===== config.mk =====
export PLATFORM = sky130hd
export DESIGN_NAME = ram64_arbiter
export DESIGN_NICKNAME = d
export VERILOG_FILES = /design/src/rtl/ram64_pkg.sv /design/src/rtl/ram64_arbiter_rr_pick2.sv /design/src/rtl/ram64_arbiter.sv
export SDC_FILE = /design/constraint.sdc
export NUM_CORES = 1
export LEC_CHECK = 0
export CAP_MARGIN = 5
export CORE_MARGIN = 5
export CORE_UTILIZATION = 42
export DETAILED_ROUTE_END_ITERATION = 8
export GPL_ROUTABILITY_DRIVEN = 0
export PLACE_DENSITY = 0.83
export SETUP_SLACK_MARGIN = 0.2
export SYNTH_ARGS = -nofsm -noshare
export SYNTH_HDL_FRONTEND = slang
export SYNTH_SLANG_ARGS = --single-unit

===== constraint.sdc =====
create_clock -name clk -period 3.1 [get_ports clk]
set_input_delay 0.62 -clock clk [delete_from_list [all_inputs] [get_ports clk]]
set_output_delay 0.62 -clock clk [all_outputs]
set_load 0.01 [all_outputs]

===== src/rtl/ram64_pkg.sv =====
// ram64_pkg: shared definitions for the RAM64 two-port arbiter.
//   RAM64_AW / RAM64_DW : RAM geometry (64 x 16)
//   state_t             : arbiter FSM encoding
//   PORT_A / PORT_B     : requester identifiers used for owner and priority
package ram64_pkg;

    localparam int RAM64_AW = 6;
    localparam int RAM64_DW = 16;

    typedef enum logic [1:0] {
        ST_IDLE  = 2'd0,
        ST_ISSUE = 2'd1,
        ST_WAIT  = 2'd2,
        ST_DONE  = 2'd3
    } state_t;

    localparam logic PORT_A = 1'b0;
    localparam logic PORT_B = 1'b1;

endpackage


===== src/rtl/ram64_arbiter_rr_pick2.sv =====
// rr_pick2: combinational two-way round-robin selector.
//   i_a_req, i_b_req : pending requests
//   i_prio           : port that wins when both request
//   o_gnt_valid      : at least one request present
//   o_gnt_id         : selected port (PORT_A / PORT_B)
module rr_pick2
    import ram64_pkg::*;
(
    input  logic i_a_req,
    input  logic i_b_req,
    input  logic i_prio,
    output logic o_gnt_valid,
    output logic o_gnt_id
);

    always_comb begin
        o_gnt_valid = i_a_req | i_b_req;
        o_gnt_id    = PORT_A;
        if (i_a_req && i_b_req) begin
            o_gnt_id = i_prio;
        end else if (i_b_req) begin
            o_gnt_id = PORT_B;
        end
    end

endmodule


===== src/rtl/ram64_arbiter.sv =====
// ram64_arbiter: shares one synchronous RAM64 between two req/ack ports.
//   clk, rst_n                 : clock, async active-low reset
//   a_req/a_we/a_addr/a_wdata  : port A request (held until a_ack)
//   a_ack, a_rdata             : port A completion pulse and read data
//   b_*                        : same as port A, for port B
//   ram_e/ram_w/ram_r          : RAM enable, write and read strobes
//   ram_addr/ram_din           : RAM address and write data
//   ram_dout                   : RAM read data, valid RD_LAT cycles after ram_r
//
// state    | meaning
// ---------+--------------------------------------------------------------
// ST_IDLE  | no transaction; arbitrate and latch the winner's fields
// ST_ISSUE | one cycle with ram_e and the read/write strobe asserted
// ST_WAIT  | read latency beyond one cycle; ram_e and address held
// ST_DONE  | owner's ack pulse; read data already captured; prio flips
module ram64_arbiter
    import ram64_pkg::*;
#(
    parameter int AW     = RAM64_AW,
    parameter int DW     = RAM64_DW,
    parameter int RD_LAT = 1
)
(
    input  logic          clk,
    input  logic          rst_n,
    input  logic          a_req,
    input  logic          a_we,
    input  logic [AW-1:0] a_addr,
    input  logic [DW-1:0] a_wdata,
    output logic          a_ack,
    output logic [DW-1:0] a_rdata,
    input  logic          b_req,
    input  logic          b_we,
    input  logic [AW-1:0] b_addr,
    input  logic [DW-1:0] b_wdata,
    output logic          b_ack,
    output logic [DW-1:0] b_rdata,
    output logic          ram_e,
    output logic          ram_w,
    output logic          ram_r,
    output logic [AW-1:0] ram_addr,
    output logic [DW-1:0] ram_din,
    input  logic [DW-1:0] ram_dout
);

    localparam logic [1:0] LAT_LOAD = 2'(RD_LAT - 1);

    state_t        r_state;
    state_t        w_next;
    logic          r_owner;
    logic          r_we;
    logic          r_prio;
    logic [1:0]    r_lat_cnt;

    logic          w_gnt_valid;
    logic          w_gnt_id;
    logic          w_grant;
    logic          w_to_done;
    logic          w_sel_we;
    logic [AW-1:0] w_sel_addr;
    logic [DW-1:0] w_sel_wdata;

    rr_pick2 u_pick (
        .i_a_req     (a_req),
        .i_b_req     (b_req),
        .i_prio      (r_prio),
        .o_gnt_valid (w_gnt_valid),
        .o_gnt_id    (w_gnt_id)
    );

    always_comb begin
        w_sel_we    = (w_gnt_id == PORT_B) ? b_we    : a_we;
        w_sel_addr  = (w_gnt_id == PORT_B) ? b_addr  : a_addr;
        w_sel_wdata = (w_gnt_id == PORT_B) ? b_wdata : a_wdata;
    end

    // Next-state logic. Requests are only looked at in ST_IDLE, so the
    // owner's own req (or the other port's) cannot disturb a transaction.
    always_comb begin
        w_next  = r_state;
        w_grant = 1'b0;
        case (r_state)
            ST_IDLE: begin
                if (w_gnt_valid) begin
                    w_grant = 1'b1;
                    w_next  = ST_ISSUE;
                end
            end
            ST_ISSUE: begin
                if (r_we || (RD_LAT <= 1)) begin
                    w_next = ST_DONE;
                end else begin
                    w_next = ST_WAIT;
                end
            end
            ST_WAIT: begin
                // Counter reaches zero on the edge that enters ST_DONE.
                if (r_lat_cnt <= 2'd1) begin
                    w_next = ST_DONE;
                end
            end
            ST_DONE: begin
                w_next = ST_IDLE;
            end
            default: begin
                w_next = ST_IDLE;
            end
        endcase
    end

    assign w_to_done = (w_next == ST_DONE) && (r_state != ST_DONE);

    always_ff @(posedge clk or negedge rst_n) begin
        if (!rst_n) begin
            r_state <= ST_IDLE;
        end else begin
            r_state <= w_next;
        end
    end

    always_ff @(posedge clk or negedge rst_n) begin
        if (!rst_n) begin
            r_owner   <= PORT_A;
            r_we      <= 1'b0;
            r_prio    <= PORT_A;
            r_lat_cnt <= 2'd0;
        end else begin
            if (w_grant) begin
                r_owner <= w_gnt_id;
                r_we    <= w_sel_we;
            end
            if (r_state == ST_ISSUE && !r_we) begin
                r_lat_cnt <= LAT_LOAD;
            end else if (r_state == ST_WAIT && r_lat_cnt != 2'd0) begin
                r_lat_cnt <= r_lat_cnt - 2'd1;
            end
            if (r_state == ST_DONE) begin
                r_prio <= ~r_owner;
            end
        end
    end

    // RAM side: strobes are high only for the ST_ISSUE cycle, enable spans
    // ST_ISSUE and ST_WAIT, address/data hold from grant to the next grant.
    always_ff @(posedge clk or negedge rst_n) begin
        if (!rst_n) begin
            ram_e    <= 1'b0;
            ram_w    <= 1'b0;
            ram_r    <= 1'b0;
            ram_addr <= '0;
            ram_din  <= '0;
        end else begin
            ram_e <= (w_next == ST_ISSUE) || (w_next == ST_WAIT);
            ram_w <= 1'b0;
            ram_r <= 1'b0;
            if (w_grant) begin
                ram_w    <= w_sel_we;
                ram_r    <= ~w_sel_we;
                ram_addr <= w_sel_addr;
                ram_din  <= w_sel_wdata;
            end
        end
    end

    // Read data is captured on the same edge that raises ack, so it is
    // valid in the ack cycle and held until that port's next read.
    always_ff @(posedge clk or negedge rst_n) begin
        if (!rst_n) begin
            a_ack   <= 1'b0;
            b_ack   <= 1'b0;
            a_rdata <= '0;
            b_rdata <= '0;
        end else begin
            a_ack <= w_to_done && (r_owner == PORT_A);
            b_ack <= w_to_done && (r_owner == PORT_B);
            if (w_to_done && !r_we) begin
                if (r_owner == PORT_A) begin
                    a_rdata <= ram_dout;
                end else begin
                    b_rdata <= ram_dout;
                end
            end
        end
    end

endmodule

==> metrics.md <==
| Metric | Value |
|---|---|
| Root buffer cell | `clkbuf_8` |
| GRT Total Usage | `18.3%` |
| Clk Latency, worst-skew pair | `0.33 ns` |
| Antenna violations before repair | `0` |
| Vias per cell | `5.33` |
| Seq cells post-synth | `66` |
| Net count after synthesis | `319` |
| Vias in the first global route | `2512` |
| Area Overhead vs Synth | `53.8%` |
| Max-slew violations | `0` |
| Initial Util | `42.8%` |
| Die Wd | `93.0 microns` |
| Register share of total power | `34.2%` |
| Post-synthesis instance area | `2890 sq um` |
| Layout Cells excl Fill | `457` |
| Gate Count Post-Synth | `246` |
| Post-route ant nets | `0` |
| Worst Max-Slew Pin Slew | `0.838 ns` |
| Syn avg cell area | `11.8 sq um` |
| Run status | `completed` |
| Psw | `1.45 mW` |
| Clock sink count | `66` |
| Core area | `6760 sq um` |
| IO Count | `125` |
| Data required time of the critical path | `3.31 ns` |
| Final WS setup | `0.676 ns` |
| Hold Path Class | `in2async` |
| Final hold slack | `0.115 ns` |
| Port-buffer cells | `124` |
| TritonRoute pass-1 iters | `4` |
| R2r setup slk | `0.81 ns` |
| Reg clk slew, reported paths | `0.08 ns` |
| Wire per inst | `16.8 microns` |
| Post-CTS Setup Bufs | `0` |
| Final hold violations | `0` |
| First-pass GRT wire length | `12500 microns` |
| Synth warnings | `0` |
| Share of layout cells above drive strength 1 | `16.4%` |
| Comb power frac | `46.3%` |
| Cell Pwr Density | `1000 nW/um^2` |
| Worst VDD drop | `0.000426 V` |
| Max Clock Freq | `0.413 GHz` |
| Final min period | `2.42 ns` |
| Die area | `8640 sq um` |
| Final setup skew | `0.00593 ns` |
| Final #Nets | `445` |
| Chip height | `93.0 microns` |
| Rel. slew slack | `43.8%` |
| Diodes inserted | `0` |
| Starting DRC count in detailed routing | `75` |
| Drt drc | `0` |
| Worst Path Max Fanout | `16` |
| Critical Path Sink Type | `register` |
| Post-route clock period utilization | `78.2%` |
| Crit path kind | `in2reg` |
| WL final | `7690 microns` |
| CTS tree | `yes` |
| Clk buf depth | `2` |
| Unrepaired setup endpoints after global routing | `false` |
| # placed instances | `441` |
| Share of the yosys chip area belonging to registers | `57.1%` |
| Grt total ovfl | `0` |
| Sw Share | `32.5%` |
| P_leak | `1.86 nW` |
| Distinct cells, synth | `26` |
| Htree depth | `3` |
| Int Pwr | `3.00 mW` |
| TNS Setup | `0 ns` |
| Clk pwr share | `19.5%` |
| Vias | `2434` |
| Total CTS buffers | `9` |
| Count of final setup violators | `0` |
| PostCTS Resize Cnt | `0` |
| Hold buffers post-CTS | `0` |
| Pin count of the biggest net entering global routing | `59` |
| Maximum capacitance violations | `0` |
| Post-place setup slack | `0.321 ns` |
| Rows | `30` |
| DP HPWL | `5640 microns` |
| Worst Path Arrival | `2.63 ns` |
| Startpoint types | `input port` |
==> metrics by stage <==
stage               util (%)  power, mW  cell area (sq um)
floorplan                  -       2.53               2890
global placement        62.3       3.55               4210
global route            65.8       4.73               4450
detailed placement      62.3       3.61               4210
finish                  65.8       4.45               4450
CTS                     65.8       4.50               4450
==> registers in the layout, indices dropped and copies added (netlist names) <==
register	flops
ram_w	1
ram_e	1
r_lat_cnt	2
ram_r	1
a_ack	1
b_ack	1
b_rdata	16
r_prio	1
r_owner	1
ram_addr	6
a_rdata	16
ram_din	16
r_state	2
r_we	1
==> power by group through the flow <==
stage | Clock (mW) | Combinational (mW) | Sequential, mW
2_1_floorplan | 0 | 0.845 | 1.68
3_3_place_gp | 0 | 2.02 | 1.53
3_5_place_dp | 0 | 2.08 | 1.53
4_1_cts | 0.892 | 2.08 | 1.52
5_1_grt | 0.927 | 2.22 | 1.58
6_report | 0.866 | 2.06 | 1.52
==> cell type report <==
class / count / area [sq um]
clock buffers: 9 / 124
clock inverters: 7 / 116
fillers: 514 / 2310
inverters: 6 / 22.5
multi-input cells: 157 / 1120
flip-flops and latches: 66 / 1650
well taps: 80 / 100
repair buffers: 132 / 1310
==> cell usage in the layout, fill, tap and decap left out, types with 2 or more instances in the layout <==
master           count
mux2_4              10
clkinv_2             2
nor2b_1              4
nand3_1              2
a31oi_1             23
bufinv_16            3
clkdlybuf4s50_1    123
ha_1                 7
nor3_4               2
buf_4                7
nor2_1              30
inv_1                5
dfrtp_1             66
clkbuf_8             9
o21ai_0             24
a21oi_1             24
mux2_2              22
==> cells in the mapped netlist (all sizes together) <==
cell type	number	share of area [%]
clkbuf	8	1.0
o21a	1	0.26
ha	7	3.0
nand2b	2	0.69
xnor2	1	0.30
mux2	32	14
inv	6	0.78
nand3	2	0.35
o21ba	1	0.35
o21ai	25	4.3
a21oi	24	4.2
and3	1	0.22
nor2b	4	0.87
o32a	1	0.35
a22oi	1	0.26
nor3	2	1.1
buf	9	2.2
nor2	30	3.9
dfrtp	66	57
a31oi	23	5.0
==> worst paths after layout <==
check	from	cells past startpoint	to
hold reg to reg	b_rdata[8]	1	b_rdata[8]
setup reg to reg	r_state[0]	10	a_rdata[6]
min in group clk	b_rdata[8]	1	b_rdata[8]
setup / recovery	a_req	9	a_rdata[6]
hold / removal	rst_n	1	b_rdata[6]
max in group asynchronous	rst_n	2	r_lat_cnt[0]
==> layer usage <==
metal / track usage [%] / wire (microns) / share of wire [%]
met1: 23.4 / 3290 / 43
met2: 28.4 / 3580 / 47
met5: 0 / 0 / 0
met3: 7.08 / 707 / 9.2
met4: 6.59 / 106 / 1.4
==> worst max-delay path, stage by stage <==
cell	delay, ns
clkdlybuf4s50_1	0.53
nor2_1	0.06
a22oi_1	0.18
o32a_1	0.21
ha_1	0.21
nand2b_4	0.09
nor3_4	0.10
buf_4	0.25
mux2_2	0.37
==> kinds of logic after synthesis <==
kind of cell,count (synthesis),synth area share [%]
mux,32,13.8
buf+inv,23,3.98
fa+ha+maj,7,3.03
simple gates,41,7.14
flops,66,57.1
compound gates,76,14.7
xor+xnor,1,0.303
Power figures use the tool's default switching activity.
